===== src/rtl/clock_pkg.sv =====
// Shared timekeeping types and constants for the digital clock counters.
// Used by the hour, minute and second counter blocks.
package clock_pkg;
   localparam int HOURS_PER_DAY = 24;
   localparam int HALF_DAY      = 12;
   localparam int HOUR_W        = 5;

   typedef logic [HOUR_W-1:0] hour_t;
   typedef logic [3:0]        bcd_digit_t;
endpackage


===== src/rtl/hour_disp_map.sv =====
// Combinational map from binary hour to BCD display digits and PM flag.
// Handles both 12h (12,1..11) and 24h (00..23) presentation.
module hour_disp_map
   import clock_pkg::*;
(
   input  hour_t       hour,
   input  logic        mode24,
   output logic [1:0]  tens,
   output bcd_digit_t  ones,
   output logic        pm
);

   localparam hour_t HALF = hour_t'(HALF_DAY);

   hour_t disp;
   hour_t rem;

   always_comb begin
      pm   = (hour >= HALF);
      disp = hour;
      if (!mode24) begin
         // midnight reads 12 AM; afternoon folds back onto 1..11
         if (hour == '0) begin
            disp = HALF;
         end else if (hour > HALF) begin
            disp = hour - HALF;
         end
      end

      tens = 2'd0;
      rem  = disp;
      if (disp >= hour_t'(20)) begin
         tens = 2'd2;
         rem  = disp - hour_t'(20);
      end else if (disp >= hour_t'(10)) begin
         tens = 2'd1;
         rem  = disp - hour_t'(10);
      end
      ones = bcd_digit_t'(rem);
   end

endmodule


===== src/rtl/hour_counter_cfg.sv =====
// Hour-of-day counter: 0..23 binary state, 12h/24h BCD display, AM/PM,
// time-set load with range check, manual advance and day-rollover carry.
module hour_counter_cfg
   import clock_pkg::*;
#(
   parameter int RESET_HOUR   = 0,
   parameter bit CARRY_ON_INC = 1'b0
)(
   input  logic              CLK,
   input  logic              RST,
   input  logic              tick_en,
   input  logic              inc_btn,
   input  logic              set_en,
   input  logic [HOUR_W-1:0] set_hour,
   input  logic              mode24,
   output logic [HOUR_W-1:0] hour_bin,
   output logic [1:0]        hour_tens,
   output logic [3:0]        hour_ones,
   output logic              AMPM,
   output logic              day_carry,
   output logic              set_err
);

   if (RESET_HOUR < 0 || RESET_HOUR >= HOURS_PER_DAY) begin : g_bad_reset_hour
      $error("RESET_HOUR must be in 0..23");
   end

   localparam hour_t RST_H = hour_t'(RESET_HOUR);
   localparam hour_t LAST  = hour_t'(HOURS_PER_DAY - 1);

   hour_t      nxt;
   hour_t      disp_in;
   logic       carry_n;
   logic       err_n;
   logic       wrap;
   logic [1:0] tens_n;
   bcd_digit_t ones_n;
   logic       pm_n;

   assign wrap = (hour_bin == LAST);

   always_comb begin
      nxt     = hour_bin;
      carry_n = 1'b0;
      err_n   = 1'b0;
      if (set_en) begin
         // an out-of-range load also swallows any coincident advance
         if (set_hour > LAST) begin
            err_n = 1'b1;
         end else begin
            nxt = set_hour;
         end
      end else if (tick_en || inc_btn) begin
         nxt     = wrap ? '0 : hour_bin + hour_t'(1);
         carry_n = wrap && (tick_en || (CARRY_ON_INC && inc_btn));
      end
   end

   assign disp_in = RST ? RST_H : nxt;

   hour_disp_map u_map (
      .hour   (disp_in),
      .mode24 (mode24),
      .tens   (tens_n),
      .ones   (ones_n),
      .pm     (pm_n)
   );

   always_ff @(posedge CLK) begin
      hour_tens <= tens_n;
      hour_ones <= ones_n;
      AMPM      <= pm_n;
      if (RST) begin
         hour_bin  <= RST_H;
         day_carry <= 1'b0;
         set_err   <= 1'b0;
      end else begin
         hour_bin  <= nxt;
         day_carry <= carry_n;
         set_err   <= err_n;
      end
   end

endmodule


===== config.mk =====
export PLATFORM = sky130hd
export DESIGN_NAME = hour_counter_cfg
export DESIGN_NICKNAME = d
export VERILOG_FILES = /design/src/rtl/clock_pkg.sv /design/src/rtl/hour_disp_map.sv /design/src/rtl/hour_counter_cfg.sv
export SDC_FILE = /design/constraint.sdc
export NUM_CORES = 1
export LEC_CHECK = 0
export ABC_AREA = 1
export CAP_MARGIN = 40
export CELL_PAD_IN_SITES_DETAIL_PLACEMENT = 0
export CELL_PAD_IN_SITES_GLOBAL_PLACEMENT = 1
export CORE_UTILIZATION = 37
export CTS_CLUSTER_SIZE = 14
export DETAILED_ROUTE_END_ITERATION = 10
export HOLD_SLACK_MARGIN = 0.02
export PLACE_DENSITY_LB_ADDON = 0.1
export SYNTH_ARGS = -nofsm -noshare
export SYNTH_HDL_FRONTEND = slang
export SYNTH_SLANG_ARGS = --single-unit

===== constraint.sdc =====
create_clock -name CLK -period 4.9 [get_ports CLK]
set_clock_uncertainty 0.2 [all_clocks]
set_input_delay 1.47 -clock CLK [delete_from_list [all_inputs] [get_ports CLK]]
set_output_delay 1.47 -clock CLK [all_outputs]
set_load 0.02 [all_outputs]

==> run_results.csv <==
group,metric,value,unit
cts,insertion_delay,280,ps
critical_path,cpMostUsedCell,"nand2_1",
cts,cts_made_buffers,3,
cts,cts_buffer_depth,2,
critical_path,crit_chain,"clkdlybuf4s50_1, nor2_4, inv_2, nand3_1, nand3_1, nand2_1, nand2_2, inv_1, ha_1, nand3_2, nand3_2, nand2_1, nand3_2, inv_2, ha_1, nand3_1, a21boi_2, nand2_1, nand2_1, nand2_1, nand2_1, nand2_1",
cts,cts.sinks,14,
critical_path,critical_path_required,4870,ps
layout,nets,191,
synth,synth_mux_area_share,0,%
synth,yosys.area.top_type_share,27.4,%
power,p_per_area,294,nW/µm²
synth,netlist_area,1020,µm²
run,maxCapViolCount,0,
synth,syn_area_per_cell,7.06,µm²
synth,synthSimpleGateAreaFrac,44.4,%
global_routing,grt_first_pass_wirelength,3.34,mm
synth,yosys-top-cells-count,"nand2_1 (37), inv_1 (23), nand3_1 (18), dfxtp_1 (14)",
critical_path,cp_max_fo,6,
cts,cts_resized,0,
die,num_rows,18,
drt,routed_wl,2.07,mm
synth,yosysMostFrequentCell,"nand2_1",
power,peakVddDrop,0.202,mV
run_status,outcome,"completed",
cts,clk_pin_slew_worst_paths,90,ps
timing,setup_viol,0,
die,start_util,40.2,%
drt,vias,971,
critical_path,r2r-start,"hour_bin[0]$_DFF_P_",
critical_path,critical_path.slowest_cell,"clkdlybuf4s50_1",
synth,yosysSeqAreaShare,27.4,%
timing,hold_ws,445,ps
synth,netlist_instances,145,
synth,yosys.area.top_type,"dfxtp_1",
timing,maxSlewHeadroom,84.4,%
min_path,worstHoldEndpoint,"day_carry$_SDFF_PP0_",
global_routing,grt_use_total,15.7,%
min_path,hold_path_depth,4,
timing,setup-tns-final,0,ps
layout,syn_to_final_growth,30.7,%
die,core_region_area,2540,µm²
place,finalWeightedCongestion,0.793,
layout,drive_gt1_share,17.9,%
critical_path,slowest_delay,460,ps
timing,tightest_slew,233,ps
die,die_h,54.6,µm
critical_path,crit_family,"simple AND/OR/NAND/NOR gates",
timing,setup_slack,765,ps
place,numPortBuffers,24,
cts,cts_root_buf,"clkbuf_4",
drt,via_per_inst,4.78,
min_path,min_from,"hour_bin[4]$_DFF_P_",
critical_path,arrival,4100,ps
synth,ys_top_cells_by_area,"dfxtp_1 (27%), nand2_1 (14%), nand3_1 (8.8%), inv_1 (8.4%), ha_1 (7.3%)",
synth,synth_fa_ha_area_share,7.33,%
synth,yosys_warnings,0,
synth,ys.flop_type,"dfxtp_1",
critical_path,worst-path-buf-inv,4,
synth,async_flop_share,0,%
cts,h-tree-depth,1,
die,die-area,2980,µm²
die,dieWidth,54.6,µm
timing,hold_violations,0,
layout,num_antenna_cells,0,
cts,cts_tree,"yes",
critical_path,crit_type,"in -> reg",
critical_path,ff2ff_path_depth,21,
drt,drt-pass1-iter-count,4,
place,post-dp-hpwl,1.70,mm
global_routing,grt_pass1_vias,831,
timing,fin_crit_sh,84.4,%
timing,max_freq,242,MHz
global_routing,grt-ovfl-total,0,
critical_path,reg2reg_slack,1840,ps
timing,grt_setup_unrepaired,"no",
min_path,hold_path.class,"reg -> reg",
drt,routedWlPerCell,10.2,µm
synth,synth_edf_count,0,
synth,synth_top_family_by_area,"simple AND/OR/NAND/NOR gates",
cts,postCtsSetupBuffers,0,
synth,syn-num-nets,162,
critical_path,reg2reg_to,"hour_ones[1]$_DFF_P_",
place,dp_slack,474,ps
critical_path,start_kind,"primary input",
synth,synth_compound_area_share,9.41,%
global_routing,grt_max_degree,9,
timing,finalCriticalPeriod,4130,ps
synth,synth_cell_type_count,26,
cts,cts_hold_buf,0,
global_routing,grt_antenna_before_repair,0,
critical_path,cp-end-kind,"flip-flop",
drt,antenna_left,0,
die,pin_count,25,
drt,drc,0,
synth,synth-seq-cells,14,
power,p_leak,0.000665,µW
timing,maxSlewViolCount,0,
synth,synth-xor-area-share,0.856,%
drt,drt_iter0_markers,23,
where the power goes:
group | switching, µW | leakage [µW] | total (µW) | internal, µW
clock | 36.6 | 0.0000210 | 81.8 | 45.1
sequential | 8.67 | 0.000116 | 140 | 132
combinational | 98.2 | 0.000527 | 170 | 72.2
total | 144 | 0.000665 | 393 | 249
worst max path at each step:
stage | start | end | slack (ps) | cells past startpoint
floorplan | tick_en | hour_ones[1]$_DFF_P_ | 1260 | 21
global placement | tick_en | hour_ones[2]$_DFF_P_ | 490 | 22
detailed placement | tick_en | hour_ones[1]$_DFF_P_ | 470 | 22
CTS | tick_en | hour_ones[1]$_DFF_P_ | 750 | 22
global route | tick_en | hour_ones[1]$_DFF_P_ | 470 | 22
finish | tick_en | hour_ones[1]$_DFF_P_ | 770 | 22
final cells by class:
class	count	area, µm²
clock buffer	4	36.3
fill	244	1210
inverter	29	109
multi-input combinational	102	634
sequential	14	280
tap	30	37.5
timing repair buffer	24	240
worst reg2reg max path, stage by stage (launching register included):
cell	delay (ps)
dfxtp_1	450
ha_1	280
inv_1	60
o21ai_1	150
nand2_1	80
nand2_2	80
nand3_4	100
inv_1	110
ha_1	190
nand3_2	130
nand3_2	110
nand2_1	60
nand3_2	80
inv_2	70
ha_1	180
nand3_1	110
a21boi_2	200
nand2_1	110
nand2_1	60
nand2_1	50
nand2_1	50
nand2_1	50
cells in the final DEF, fill, tap and decap left out, types with 4 or more instances in the layout:
cell type,count
nand2_1,37
clkdlybuf4s50_1,24
inv_1,23
nand3_1,18
dfxtp_1,14
nor2_1,7
nand2_2,7
ha_1,6
inv_2,5
nand3_2,5
nand4_1,4
per-layer routing:
| metal | track usage [%] | vias up | wire (µm) |
|---|---|---|---|
| met4 | 10.7 | 0 | 27 |
| li1 | - | 516 | - |
| met5 | 0 | - | 0 |
| met3 | 1.39 | 2 | 76 |
| met1 | 17.8 | 428 | 963 |
| met2 | 27.5 | 25 | 1000 |
registers in the layout, summed over array words and instances (netlist names):
register and cells:
day_carry 1, set_err 1, hour_bin 5, hour_tens 2, hour_ones 4, AMPM 1
stage by stage:
step	cell area, µm²	util (%)	cells	total power, µW
6_report	1340	52.6	203	393
5_1_grt	1340	52.6	203	423
4_1_cts	1340	52.6	203	399
3_5_place_dp	1300	51.1	199	314
3_3_place_gp	1300	51.1	199	315
2_1_floorplan	1020	-	145	253
kinds of logic (layout without fill, tap and decap cells):
family,Yosys count,in the layout
AO/OA/AOI/OAI,10,10
XOR/XNOR,1,1
AND/OR/NAND/NOR,85,85
adder cells (fa/ha/maj),6,6
buffers and inverters,29,57
flip-flops,14,14
Power figures use the tool's default switching activity.
